==> config.mk <==
export PLATFORM = sky130hd
export DESIGN_NAME = uart_io_ctl
export DESIGN_NICKNAME = d
export VERILOG_FILES = /design/src/rtl/uart_io_ctl.sv
export SDC_FILE = /design/constraint.sdc
export NUM_CORES = 1
export LEC_CHECK = 0
export CAP_MARGIN = 0
export CORE_MARGIN = 3
export CORE_UTILIZATION = 55
export DETAILED_ROUTE_END_ITERATION = 10
export PLACE_DENSITY = 0.8
export SETUP_SLACK_MARGIN = 0.3
export SLEW_MARGIN = 20
export SYNTH_ARGS = -nofsm -noshare
export SYNTH_HDL_FRONTEND = slang
export SYNTH_SLANG_ARGS = --single-unit
==> constraint.sdc <==
create_clock -name clk -period 2.15 [get_ports clk]
set_input_delay 0.3225 -clock clk [delete_from_list [all_inputs] [get_ports clk]]
set_output_delay 0.3225 -clock clk [all_outputs]
set_load 0.1 [all_outputs]
==> src/rtl/uart_io_ctl.sv <==
// CPU-side I/O responder for the UART pair: RX/TX byte FIFOs, the uart_tx launch
// sequencer, sticky status, a saturating error counter and the interrupt request.
module uart_io_ctl #(
    parameter int DEPTH_LOG2 = 2,
    parameter bit DROP_ERR   = 1'b1
) (
    input  logic       clk,
    input  logic       reset,
    input  logic [7:0] rx_byte_out,
    input  logic       rx_error,
    input  logic       rx_rdy,
    output logic [7:0] tx_byte_in,
    output logic       fgo,
    input  logic       tx_rdy,
    input  logic       cpu_inp,
    input  logic       cpu_out,
    input  logic [7:0] outr,
    input  logic       cpu_ion,
    input  logic       cpu_iof,
    input  logic       stat_clr,
    output logic [7:0] inpr,
    output logic       fgi,
    output logic       fgo_cpu,
    output logic       irq,
    output logic       rx_ovf,
    output logic       tx_ovf,
    output logic [7:0] err_cnt
);
    localparam int DEPTH = 1 << DEPTH_LOG2;
    localparam int PW    = DEPTH_LOG2 + 1;

    typedef enum logic [1:0] {IDLE, LAUNCH, WAIT_BUSY, WAIT_DONE} tx_state_t;

    logic [7:0]    rx_mem [DEPTH];
    logic [7:0]    tx_mem [DEPTH];
    logic [PW-1:0] rx_wr, rx_rd, tx_wr, tx_rd;
    logic          rx_empty, rx_full, tx_empty, tx_full;
    logic          rx_rdy_prev, rx_rise, rx_push_req, rx_push, rx_pop, rx_drop, err_evt;
    logic          tx_push, tx_pop, tx_rej, ien;
    tx_state_t     state, state_next;

    assign rx_empty = (rx_wr == rx_rd);
    assign rx_full  = (rx_wr[PW-1] != rx_rd[PW-1]) && (rx_wr[PW-2:0] == rx_rd[PW-2:0]);
    assign tx_empty = (tx_wr == tx_rd);
    assign tx_full  = (tx_wr[PW-1] != tx_rd[PW-1]) && (tx_wr[PW-2:0] == tx_rd[PW-2:0]);

    // A pop in the same cycle frees the slot, so a full FIFO can still accept the push.
    assign rx_rise     = rx_rdy & ~rx_rdy_prev;
    assign err_evt     = rx_rise & rx_error;
    assign rx_push_req = rx_rise & (~rx_error | ~DROP_ERR);
    assign rx_pop      = cpu_inp & ~rx_empty;
    assign rx_push     = rx_push_req & (~rx_full | rx_pop);
    assign rx_drop     = rx_push_req & rx_full & ~rx_pop;
    assign tx_push     = cpu_out & (~tx_full | tx_pop);
    assign tx_rej      = cpu_out & tx_full & ~tx_pop;

    assign fgi     = ~rx_empty;
    assign fgo_cpu = ~tx_full;
    assign inpr    = rx_empty ? 8'h00 : rx_mem[rx_rd[PW-2:0]];

    always_ff @(posedge clk) begin
        if (rx_push) rx_mem[rx_wr[PW-2:0]] <= rx_byte_out;
        if (tx_push) tx_mem[tx_wr[PW-2:0]] <= outr;
    end

    always_ff @(posedge clk) begin
        if (reset) begin
            rx_wr <= '0;
            rx_rd <= '0;
            tx_wr <= '0;
            tx_rd <= '0;
        end else begin
            if (rx_push) rx_wr <= rx_wr + PW'(1);
            if (rx_pop)  rx_rd <= rx_rd + PW'(1);
            if (tx_push) tx_wr <= tx_wr + PW'(1);
            if (tx_pop)  tx_rd <= tx_rd + PW'(1);
        end
    end

    always_ff @(posedge clk) begin
        if (reset) state <= IDLE;
        else       state <= state_next;
    end

    // fgo drops for the single LAUNCH cycle; uart_tx then handshakes via tx_rdy.
    always_comb begin
        state_next = state;
        tx_pop     = 1'b0;
        fgo        = 1'b1;
        case (state)
            IDLE: begin
                if (!tx_empty && tx_rdy) begin
                    tx_pop     = 1'b1;
                    state_next = LAUNCH;
                end
            end
            LAUNCH: begin
                fgo        = 1'b0;
                state_next = WAIT_BUSY;
            end
            WAIT_BUSY: if (!tx_rdy) state_next = WAIT_DONE;
            WAIT_DONE: if (tx_rdy)  state_next = IDLE;
            default:   state_next = IDLE;
        endcase
    end

    always_ff @(posedge clk) begin
        if (reset)       tx_byte_in <= 8'h00;
        else if (tx_pop) tx_byte_in <= tx_mem[tx_rd[PW-2:0]];
    end

    // Status-setting events take priority over stat_clr.
    always_ff @(posedge clk) begin
        if (reset) begin
            rx_rdy_prev <= 1'b0;
            ien         <= 1'b0;
            irq         <= 1'b0;
            rx_ovf      <= 1'b0;
            tx_ovf      <= 1'b0;
            err_cnt     <= 8'h00;
        end else begin
            rx_rdy_prev <= rx_rdy;
            if (cpu_iof)      ien <= 1'b0;
            else if (cpu_ion) ien <= 1'b1;
            irq <= ien & (fgi | (fgo_cpu & tx_empty));
            if (rx_drop)       rx_ovf <= 1'b1;
            else if (stat_clr) rx_ovf <= 1'b0;
            if (tx_rej)        tx_ovf <= 1'b1;
            else if (stat_clr) tx_ovf <= 1'b0;
            if (err_evt) begin
                if (err_cnt != 8'hFF) err_cnt <= err_cnt + 8'd1;
            end else if (stat_clr) begin
                err_cnt <= 8'h00;
            end
        end
    end
endmodule
==> out/summary.txt <==
Worst Path Max Fanout = 8
Grt total ovfl = 0
Global-route usage over all layers = 0.184
Relative slew slack = 0.681
Reg area = 2690 µm²
Synth area leader = edfxtp_1
Post-route DRC violation count = 0
Top cells by count, synth = edfxtp_1, dfxtp_1, nor2_1
Count of cell types in the netlist = 52
RSZ-0062 raised after global routing = yes
Ratio of final minimum period to clock period = 0.960
Hold path endpoint = irq
R2R Path Start = rx_wr[1]
PnR worst setup slack = 86.1 ps
Vias per std cell = 5.43
Die Area = 8900 µm²
CTS max path bufs = 2
FF-to-FF End = rx_mem[0][7]
Initial antenna violation count = 0
Status = finished clean
Non-Filler Cell Area, Final = 5540 µm²
Die Ht = 94.3 µm
Antenna-violating nets left = 0
Avg Cell Area, Syn = 14.7 µm²
TritonCTS clock tree = built
Vias in the first global route = 2,555
Fin crit period = 2060 ps
# H-tree levels = 3
Core area = 7410 µm²
Die span in x = 94.3 µm
Async SR Flop Fraction = 0
Largest net degree at the start of global routing = 20
GPL Wtd Cong = 0.766
Non-filler instance count after layout = 477
Startpoint class of the critical path = register
Net count after synthesis = 332
PortBufs = 55
Detailed Routing Iterations Pass 1 = 4
# rows = 31
Yosys reg bits = 101
Top FF cell, synth = edfxtp_1
Hold Crit Start = ien
Post-synthesis cell count = 291
Worst Path Required = 1830 ps
Nets@finish = 414
Worst min path class = register to register
FMAX = 485 MHz
Ranking of synthesized cells by area = edfxtp_1, dfxtp_1, mux4_2, ha_1, mux2i_1
DRT iter0 DRCs = 100
Fin. max-slew vios = 0
Post-place setup slack = -4.63 ps
Top-count cell post-synth = edfxtp_1
DP Cell Count = 447
Post-DP Area = 5090 µm²
Post-DP HPWL = 5310 µm
Worst IR drop on VDD = 0.727 mV
I/O pin count = 56
Layout cell share with drive strength beyond 1 = 0.347
Max cap viols = 0
Register area share after synthesis = 0.621
WL per Instance = 16.4 µm
Post-synth EDFFs = 64
R2R setup slack = 360 ps
Clk_skew = 7.44 ps
CTS buffer count = 9
Filler Cells Inserted = 460
Initial Util = 0.579
CTS Root Cell = clkbuf_8
Synth top area share = 0.448
First-pass GRT wire length = 12,500 µm
Area of the multi-input gates = 1650 µm²
Power Density = 946 nW/µm²
CP arrival = 1740 ps
Clock slew at reported path FFs = 100 ps
# setup viols final = 0
Layout Utilization = 0.748
Hold Path Depth = 2
Critical path class = register to output port
# clock sinks = 101
WL final = 7840 µm
Final hold viol count = 0
Vias = 2,590
Clock Latency Late Sink = 350 ps
Critical Path Sink Type = output port
Mapped cell area = 4290 µm²
Lkg Pwr = 2.02 nW
Worst slew pin tran = 477 ps
Area grow syn2layout = 29.2%
R2R depth = 4
# diodes = 0
Yosys warnings = 0
## worst max-delay path: stages (launching register included)
cell and delay (ps):
dfxtp_2 350, buf_12 130, mux4_2 500, and2b_2 230
buf_12 170
## power by group
group,internal (mW),switching [mW]
Clock,0.567,0.675
Sequential,2.18,0.0945
Combinational,0.695,1.03
Total,3.44,1.80
## how the worst max path moves through the flow
stage	slack, ps	start	end	cells after the start
2_1_floorplan	140	rx_wr[1]	inpr[1]	3
3_3_place_gp	40	rx_rdy	rx_mem[1][1]	4
3_5_place_dp	-5	rx_rdy	rx_mem[0][6]	4
4_1_cts	50	register	inpr[6]	4
5_1_grt	30	register	inpr[6]	4
6_report	90	register	inpr[6]	4
## per-stage QoR
| step | hold slack (ps) | setup TNS (ps) | power [mW] |
|---|---|---|---|
| 2_1_floorplan | 402 | 0 | 3.48 |
| 3_3_place_gp | 445 | 0 | 3.88 |
| 3_5_place_dp | 442 | -35.7 | 3.91 |
| 4_1_cts | 457 | 0 | 5.25 |
| 5_1_grt | 508 | 0 | 5.45 |
| 6_report | 453 | 0 | 5.24 |
## final cells by class
class                      count  share of cell area
tap                           99              0.0223
sequential                   101               0.486
multi-input combinational    171               0.298
timing repair buffer          79               0.148
clock inverter                 7              0.0156
clock buffer                   9              0.0223
inverter                      11             0.00790
## layer usage
layer,up-vias,part of all wire,GRT usage
li1,1246,-,-
met1,1261,0.43,0.231
met2,75,0.51,0.320
met3,8,0.047,0.0353
met4,0,0.011,0.0662
met5,-,0,0
## kinds of logic after synthesis
group / count (synthesis) / share of synthesized area
compound gates: 36 / 0.0665
xor+xnor: 13 / 0.0318
fa+ha+maj: 15 / 0.0437
buf+inv: 20 / 0.0222
flops: 101 / 0.621
mux: 30 / 0.117
simple gates: 76 / 0.0986
## registers in the layout, summed over array words and instances, names as in the netlist, named ones only
| signal | count |
|---|---|
| err_cnt | 8 |
| ien | 1 |
| irq | 1 |
| rx_mem | 32 |
| rx_ovf | 1 |
| rx_rd | 3 |
| rx_rdy_prev | 1 |
| rx_wr | 3 |
| state | 2 |
| tx_byte_in | 8 |
| tx_mem | 32 |
| tx_ovf | 1 |
| tx_rd | 3 |
| tx_wr | 3 |
## layout by cell type, fill, tap and decap left out, types with 2 or more instances in the layout
cell type,netlist,routed
edfxtp_1,64,64
buf_4,1,40
nor2_1,26,26
clkdlybuf4s50_1,0,25
dfxtp_1,37,23
mux4_2,16,16
ha_1,15,15
mux2i_1,14,14
buf_12,0,13
inv_1,11,10
a21oi_1,10,10
dfxtp_2,0,9
clkbuf_8,0,9
and2b_2,0,7
nand2_1,7,7
xnor2_1,6,6
o21ai_0,5,5
nand2b_1,5,5
dfxtp_4,0,5
nor2b_1,5,4
xor2_4,0,3
and2_1,4,3
and2_2,3,3
nand3_1,3,3
nor3_1,4,3
inv_6,0,3
nor3_4,0,2
and2_4,1,2
a41oi_1,2,2
nand4_1,2,2
o211ai_1,2,2
or3_1,2,2
a211oi_1,2,2
o41ai_1,2,2
inv_8,0,2
## what timing repair did
| item | CTS | global route |
|---|---|---|
| endpoints found under the setup margin | 10 | 28 |
| resized for setup | 25 | 7 |
| hold buffers | 0 | 0 |
| pin swaps | 6 | 4 |
| gates cloned | 1 | 0 |
| setup buffers | 9 | 4 |
No activity file was read; power rests on OpenSTA's default activity.
